## src/rtl/spike_rate_decoder.sv

```systemverilog
// Spike-rate decoder: counts rising edges of a spike train over back-to-back
// windows of programmable length, delivers each window's count through a
// valid/ready handshake, and tracks the interval between the last two spikes.
module spike_rate_decoder (
    input  logic       clk,
    input  logic       rst_n,
    input  logic       ena,
    input  logic       spike,
    input  logic [7:0] win_len,
    input  logic       ready,
    output logic [7:0] rate,
    output logic [7:0] isi,
    output logic       valid,
    output logic       overrun
);

    typedef enum logic {
        ST_IDLE  = 1'b0,
        ST_COUNT = 1'b1
    } state_t;

    state_t     state_q;
    state_t     state_d;
    logic       enter;       // IDLE -> COUNT this cycle
    logic       counting;    // COUNT and staying in COUNT
    logic       leaving;     // COUNT -> IDLE this cycle
    logic       win_end;
    logic       prev_spike;
    logic       spike_edge;
    logic [7:0] win_q;       // window length latched at window start
    logic [7:0] cyc_cnt;     // cycle index within the current window
    logic [7:0] spk_cnt;     // spikes seen so far in the current window
    logic [7:0] cnt_now;     // spike count including this cycle's edge
    logic [7:0] itv_cnt;     // cycles since the most recent spike
    logic       first_seen;  // a spike has occurred since entering COUNT

    // Previous-level register runs every cycle so a held-high level counts once.
    // NOTE: sequential state uses non-blocking (<=) so every register samples
    // the pre-edge values of its peers, independent of block ordering.
    always_ff @(posedge clk or negedge rst_n) begin
        if (!rst_n) prev_spike <= 1'b0;
        else        prev_spike <= spike;
    end

    assign spike_edge = spike & ~prev_spike;

    // FSM state register.
    always_ff @(posedge clk or negedge rst_n) begin
        if (!rst_n) state_q <= ST_IDLE;
        else        state_q <= state_d;
    end

    // Next-state and transition qualifiers.
    // NOTE: every signal driven here gets a default first, so no path through
    // the case statement can leave one unassigned and infer a latch.
    always_comb begin
        state_d  = state_q;
        enter    = 1'b0;
        counting = 1'b0;
        leaving  = 1'b0;
        case (state_q)
            ST_IDLE: begin
                if (ena) begin
                    state_d = ST_COUNT;
                    enter   = 1'b1;
                end
            end
            ST_COUNT: begin
                if (ena) begin
                    counting = 1'b1;
                end else begin
                    state_d = ST_IDLE;
                    leaving = 1'b1;
                end
            end
            default: state_d = ST_IDLE;
        endcase
    end

    assign win_end = counting && (cyc_cnt == win_q);
    assign cnt_now = (spike_edge && (spk_cnt != 8'hFF)) ? spk_cnt + 8'd1 : spk_cnt;

    // Window bookkeeping: latch length at each window start, count cycles and edges.
    always_ff @(posedge clk or negedge rst_n) begin
        if (!rst_n) begin
            win_q   <= 8'd0;
            cyc_cnt <= 8'd0;
            spk_cnt <= 8'd0;
        end else if (enter || win_end) begin
            win_q   <= win_len;
            cyc_cnt <= 8'd0;
            spk_cnt <= 8'd0;
        end else if (counting) begin
            cyc_cnt <= cyc_cnt + 8'd1;
            spk_cnt <= cnt_now;
        end else begin
            // Idle or aborting: any partial window is thrown away.
            cyc_cnt <= 8'd0;
            spk_cnt <= 8'd0;
        end
    end

    // Inter-spike interval: free-running saturating counter restarted by each spike.
    always_ff @(posedge clk or negedge rst_n) begin
        if (!rst_n) begin
            itv_cnt    <= 8'd0;
            first_seen <= 1'b0;
            isi        <= 8'd0;
        end else if (enter) begin
            itv_cnt    <= 8'd0;
            first_seen <= 1'b0;
        end else if (counting) begin
            if (spike_edge) begin
                itv_cnt    <= 8'd1;
                first_seen <= 1'b1;
                if (first_seen) isi <= itv_cnt;
            end else if (itv_cnt != 8'hFF) begin
                itv_cnt <= itv_cnt + 8'd1;
            end
        end else if (leaving) begin
            first_seen <= 1'b0;
        end
    end

    // Result delivery: load on window end unless a result is still pending.
    always_ff @(posedge clk or negedge rst_n) begin
        if (!rst_n) begin
            rate    <= 8'd0;
            valid   <= 1'b0;
            overrun <= 1'b0;
        end else if (win_end && (!valid || ready)) begin
            rate  <= cnt_now;
            valid <= 1'b1;
        end else if (win_end) begin
            overrun <= 1'b1;
        end else if (valid && ready) begin
            valid <= 1'b0;
        end
    end

endmodule

```

## config.mk

```make
export PLATFORM = sky130hd
export DESIGN_NAME = spike_rate_decoder
export DESIGN_NICKNAME = d
export VERILOG_FILES = /design/src/rtl/spike_rate_decoder.sv
export SDC_FILE = /design/constraint.sdc
export NUM_CORES = 1
export LEC_CHECK = 0
export BUFFER_PORTS_ARGS = -buffer_cell sky130_fd_sc_hd__buf_2
export CORE_MARGIN = 1
export CORE_UTILIZATION = 50
export CTS_CLUSTER_SIZE = 12
export DETAILED_ROUTE_END_ITERATION = 10
export PLACE_DENSITY = 0.72
export SKIP_CTS_REPAIR_TIMING = 1
export SYNTH_ARGS = -nofsm -noshare
export SYNTH_HDL_FRONTEND = slang
export SYNTH_SLANG_ARGS = --single-unit
```

## constraint.sdc

```tcl
create_clock -name clk -period 1.82 [get_ports clk]
set_clock_uncertainty 0.2 [all_clocks]
set_input_delay 0.182 -clock clk [delete_from_list [all_inputs] [get_ports clk]]
set_output_delay 0.182 -clock clk [all_outputs]
set_load 0.03 [all_outputs]
```

==> results.cfg, run 1 <==
[outcome]
status = finished clean

[routing]
detail_route.wl_per_cell_um = 14.4
highest_layer = met4
dr_wl_met3_um = 114
num_vias = 1809
drt_iter0_markers = 127
first_pass_iters = 4
wl_met2_mm = 2.36
drc_errors = 0
met1_length_mm = 2.35
antenna_left = 0
wl_mm = 4.85
viasPerCell = 5.37

[yosys]
syn_area_um2 = 2420
synthFlopType = dfrtp_1
synth_nets = 237
async_reset_ff_share_pct = 100
syn_inst = 221
yosys_warnings = 0
ys_types = 37
synth_edf_count = 0
synth_seq_cells = 53
ys_seq_area_share_pct = 54.8
syn_area_per_cell_um2 = 11.0

[sta]
setup_viol = 0
timing.final.crit_share_pct = 99.5
hold_ws_ps = 38.5
fmax_mhz = 552
slew_viol_final = 0
finalHoldViolCount = 0
tightest_slew_ps = 443
timing.final.crit_period_ps = 1810
relSlewSlack_pct = 70.4

[placed_design]
io_buffers = 30
hpwl_mm = 3.23
gp_congestion = 0.801
dp.cells = 316

[floorplanning]
num_io_pins = 31
die_h_um = 71.6
core_region_area_um2 = 4500
std_cell_rows = 24
initial_utilization_pct = 53.8
dieArea_um2 = 5130
die_width_um = 71.6

[setup_path]
critPathLaunchType = flop
worst-r2r-cell-count = 6
required_ps = 1810
worstPathArrival_ps = 1800
cp-end-kind = flop
path_max_fanout = 8
worstSetupPathType = flop to flop

[finish]
num_antenna_cells = 0
nFillCells = 351
area_growth_pct = 27.9
nNetsFinal = 300
final_cell_mix = 53 x dfrtp_1, 30 x buf_2, 26 x nand2_1
drive_above_1_share_pct = 31.9
layout_commonest_cell = dfrtp_1
final_cell_count_no_fill = 337

[pwr]
p_per_area_nw_per_um2 = 796
p_seq_share_pct = 52.3
p_sw_share_pct = 24.3
comb_power_share_pct = 14.3
p_clk_share_pct = 33.4
power.internal_w = 0.00187
power_switching_w = 0.000599
leakage_nw = 1.53
ir_drop_mv = 0.593

[cts]
clock_latency_ps = 300
clkTransAtPathRegs_ps = 90
cts_made_buffers = 5
htreeDepth = 2
cts.sinks = 53
cts_tree = yes
clock_path_buffers = 2
root_buffer = clkbuf_8

[global_route]
grt_pass1_wl_mm = 7.85
grt.overflow.total = 0
grt_pass1_vias = 1704
grt_max_degree = 54
antenna_found_initial = 0
grt_use_total_pct = 19.6

[hold_path]
hold_path.class = input port to flop
holdPathStages = 2

[job]
cap_violations = 0
==> synthesized netlist by cell type, drive strengths merged (2+ instances only) <==
cell type,count,area (um^2)
dfrtp,53,1330
nand2,26,97.6
nor2,25,93.8
mux2,18,203
nand3,14,75.1
a21oi,11,66.3
o21ai,11,55.1
xnor2,8,70.1
xor2,8,70.1
and3,6,37.5
and4,4,35.0
buf,4,28.8
mux2i,4,40.0
ha,3,37.5
nand2b,3,18.8
nor2b,3,18.8
o31ai,3,22.5
and2,2,12.5
nand4,2,18.8
or2,2,12.5
==> logic make-up after synthesis <==
kind of cell / count (synthesis) / share of synthesized area, %
fa+ha+maj: 3 / 1.55
simple gates: 89 / 17.9
compound gates: 33 / 8.63
buf+inv: 5 / 1.34
xor+xnor: 16 / 5.79
flops: 53 / 54.8
mux: 22 / 10.0
==> critical path, stage by stage (launching register included) <==
cell and delay [ps]:
dfrtp_1 420, xor2_1 180, nor2_2 150, and4_4 260, a21oi_4 60, buf_12 140
mux2_4 290
==> metrics by stage <==
step | power, W | setup WS (ps) | setup TNS, ps | utilization [%] | instance area [um^2]
after floorplan | 0.00148 | 93.0 | 0 | - | 2420
after global placement | 0.00160 | 17.5 | 0 | 61.7 | 2780
after detailed placement | 0.00160 | -15.3 | -88.4 | 61.7 | 2780
after CTS | 0.00242 | -25.1 | -163 | 64.3 | 2890
after global routing | 0.00257 | -61.1 | -377 | 68.8 | 3100
final | 0.00247 | 9.09 | 0 | 68.8 | 3100
==> power groups by stage <==
stage	logic [W]	clock network, W	registers, W
2_1_floorplan	0.000145	0	0.00134
3_5_place_dp	0.000293	0	0.00131
4_1_cts	0.000294	0.000837	0.00129
5_1_grt	0.000389	0.000879	0.00130
6_report	0.000354	0.000823	0.00129
3_3_place_gp	0.000288	0	0.00131
==> layout make-up <==
class	count	area [um^2]	share of cell area, %
flip-flops and latches	53	1330	42.8
repair buffers	61	458	14.8
clock inverters	1	30.0	0.969
clock buffers	7	86.3	2.79
multi-input cells	163	1130	36.6
well taps	52	65.1	2.10
==> final timing paths <==
path,startpoint,endpoint,slack [ps]
max,cyc_cnt[4],win_q[0],9
min,ena,state_q,40
max reg2reg,cyc_cnt[4],win_q[0],9
min reg2reg,overrun,overrun,280
max in group asynchronous,rst_n,spk_cnt[1],990
min in group asynchronous,rst_n,rate[5],190
==> sequential cells by signal, indices dropped and copies added, names as in the netlist <==
register	count
cyc_cnt	8
first_seen	1
isi	8
itv_cnt	8
overrun	1
prev_spike	1
rate	8
spk_cnt	8
state_q	1
valid	1
win_q	8
==> per-layer routing <==
layer	vias up	global-route usage (%)
li1	902	-
met1	877	27.4
met2	28	31.2
met3	2	4.22
met4	0	5.23
met5	-	0
(Power assumes the default switching activity.)
==> inputs of run 2 (changes only) <==
--- a/config.mk
+++ b/config.mk
@@ -6,11 +6,13 @@
 export NUM_CORES = 1
 export LEC_CHECK = 0
 export BUFFER_PORTS_ARGS = -buffer_cell sky130_fd_sc_hd__buf_2
+export CAP_MARGIN = 25
 export CORE_MARGIN = 1
-export CORE_UTILIZATION = 50
+export CORE_UTILIZATION = 51
 export CTS_CLUSTER_SIZE = 12
 export DETAILED_ROUTE_END_ITERATION = 10
-export PLACE_DENSITY = 0.72
+export HOLD_SLACK_MARGIN = 0.02
+export PLACE_DENSITY = 0.73
 export SKIP_CTS_REPAIR_TIMING = 1
 export SYNTH_ARGS = -nofsm -noshare
 export SYNTH_HDL_FRONTEND = slang
==> results.cfg, run 2 (synthesized netlist as in run 1, its figures left out) <==
[pwr]
ir_drop_mv = 0.752
leakage_nw = 1.50
p_seq_share_pct = 56.1
power.internal_w = 0.00172
p_clk_share_pct = 28.8
p_per_area_nw_per_um2 = 749
p_sw_share_pct = 25.5
power_switching_w = 0.000589
comb_power_share_pct = 15.1

[routing]
antenna_left = 0
drt_iter0_markers = 93
viasPerCell = 5.43
detail_route.wl_per_cell_um = 14.5
drc_errors = 0
num_vias = 1840
wl_mm = 4.92
first_pass_iters = 6

[cts]
cts_made_buffers = 5
htreeDepth = 2
cts_tree = yes
clock_path_buffers = 2
clkTransAtPathRegs_ps = 90
cts.sinks = 53
root_buffer = clkbuf_8
clock_latency_ps = 300

[sta]
timing.final.crit_period_ps = 1790
tightest_slew_ps = 459
hold_ws_ps = 32.4
rsz0062_at_grt = yes
relSlewSlack_pct = 69.4
slew_viol_final = 0
finalHoldViolCount = 0
fmax_mhz = 559
timing.final.crit_share_pct = 98.2
setup_viol = 0

[hold_path]
hold_path.class = input port to flop
min_from = ena

[finish]
area_growth_pct = 27.3
nNetsFinal = 303
layout_commonest_cell = dfrtp_1
final_cell_count_no_fill = 339
num_antenna_cells = 0
drive_above_1_share_pct = 33.4
final_cell_mix = 52 x dfrtp_1, 30 x buf_2, 25 x nand2_1

[floorplanning]
die_width_um = 70.9
core_region_area_um2 = 4440
num_io_pins = 31
die_h_um = 70.9
dieArea_um2 = 5030
std_cell_rows = 24
initial_utilization_pct = 54.5

[global_route]
antenna_found_initial = 0
grt_use_total_pct = 20.2
grt.overflow.total = 0
grt_max_degree = 26
grt_pass1_vias = 1724
grt_pass1_wl_mm = 7.84

[placed_design]
gp_congestion = 0.860
io_buffers = 30
dp.cells = 319
hpwl_mm = 3.36

[setup_path]
r2r-start = cyc_cnt[5]
crit_slowest_cell = dfrtp_1
worstSetupPathType = flop to flop
critPathLaunchType = flop
worst_path_largest_cell_delay_ps = 400
crit_chain = xor2_1 > nor2_2 > and4_4 > a21oi_4 > buf_12 > mux2_4
worstPathArrival_ps = 1780
required_ps = 1810
critPathLaunch = cyc_cnt[5]
path_max_fanout = 8
cp-end-kind = flop

[job]
cap_violations = 0

[outcome]
status = finished clean
## run 2: final timing paths
check	cells past startpoint	slack (ps)	end
setup / recovery	6	30	win_q[4]
hold / removal	2	30	state_q
setup reg to reg	6	30	win_q[4]
hold reg to reg	2	280	rate[4]
max in group asynchronous	3	720	isi[6]
min in group asynchronous	2	180	rate[5]
## run 2: through the flow
| step | setup slack, ps | TNS, ps | area, um^2 | util [%] | power [W] |
|---|---|---|---|---|---|
| floorplan | 93.0 | 0 | 2420 | - | 0.00148 |
| global placement | 21.5 | 0 | 2790 | 62.7 | 0.00160 |
| detailed placement | -5.41 | -7.62 | 2790 | 62.7 | 0.00161 |
| CTS | -25.6 | -94.6 | 2870 | 64.7 | 0.00227 |
| global route | -35.5 | -152 | 3080 | 69.4 | 0.00242 |
| finish | 32.3 | 0 | 3080 | 69.4 | 0.00231 |
## run 2: layout make-up
cell class	count	area (um^2)
multi-input combinational	163	1140
sequential	53	1330
timing repair buffer	64	468
fill	353	1360
clock buffer	7	86.3
tap	52	65.1
## run 2: power groups by stage
stage | clock network, W | registers, W | logic [W]
final | 0.000664 | 0.00130 | 0.000349
after CTS | 0.000689 | 0.00129 | 0.000292
after floorplan | 0 | 0.00134 | 0.000145
after global routing | 0.000729 | 0.00131 | 0.000384
after detailed placement | 0 | 0.00131 | 0.000292
after global placement | 0 | 0.00131 | 0.000284
## run 2: critical path: cells and delay by family, from the launching register on
kind	cells	cell delay (ps)
AND/OR/NAND/NOR	2	410
XOR/XNOR	1	170
AO/OA/AOI/OAI	1	60
flip-flops	1	400
buffers and inverters	1	140
multiplexers	1	290
## run 2: metal layers
metal | track usage (%) | vias to the layer above | wire length, um
met1 | 27.5 | 875 | 2300
met4 | 6.89 | 0 | 75
met5 | 0 | - | 0
met3 | 4.42 | 6 | 186
met2 | 32.3 | 53 | 2360
li1 | - | 906 | -
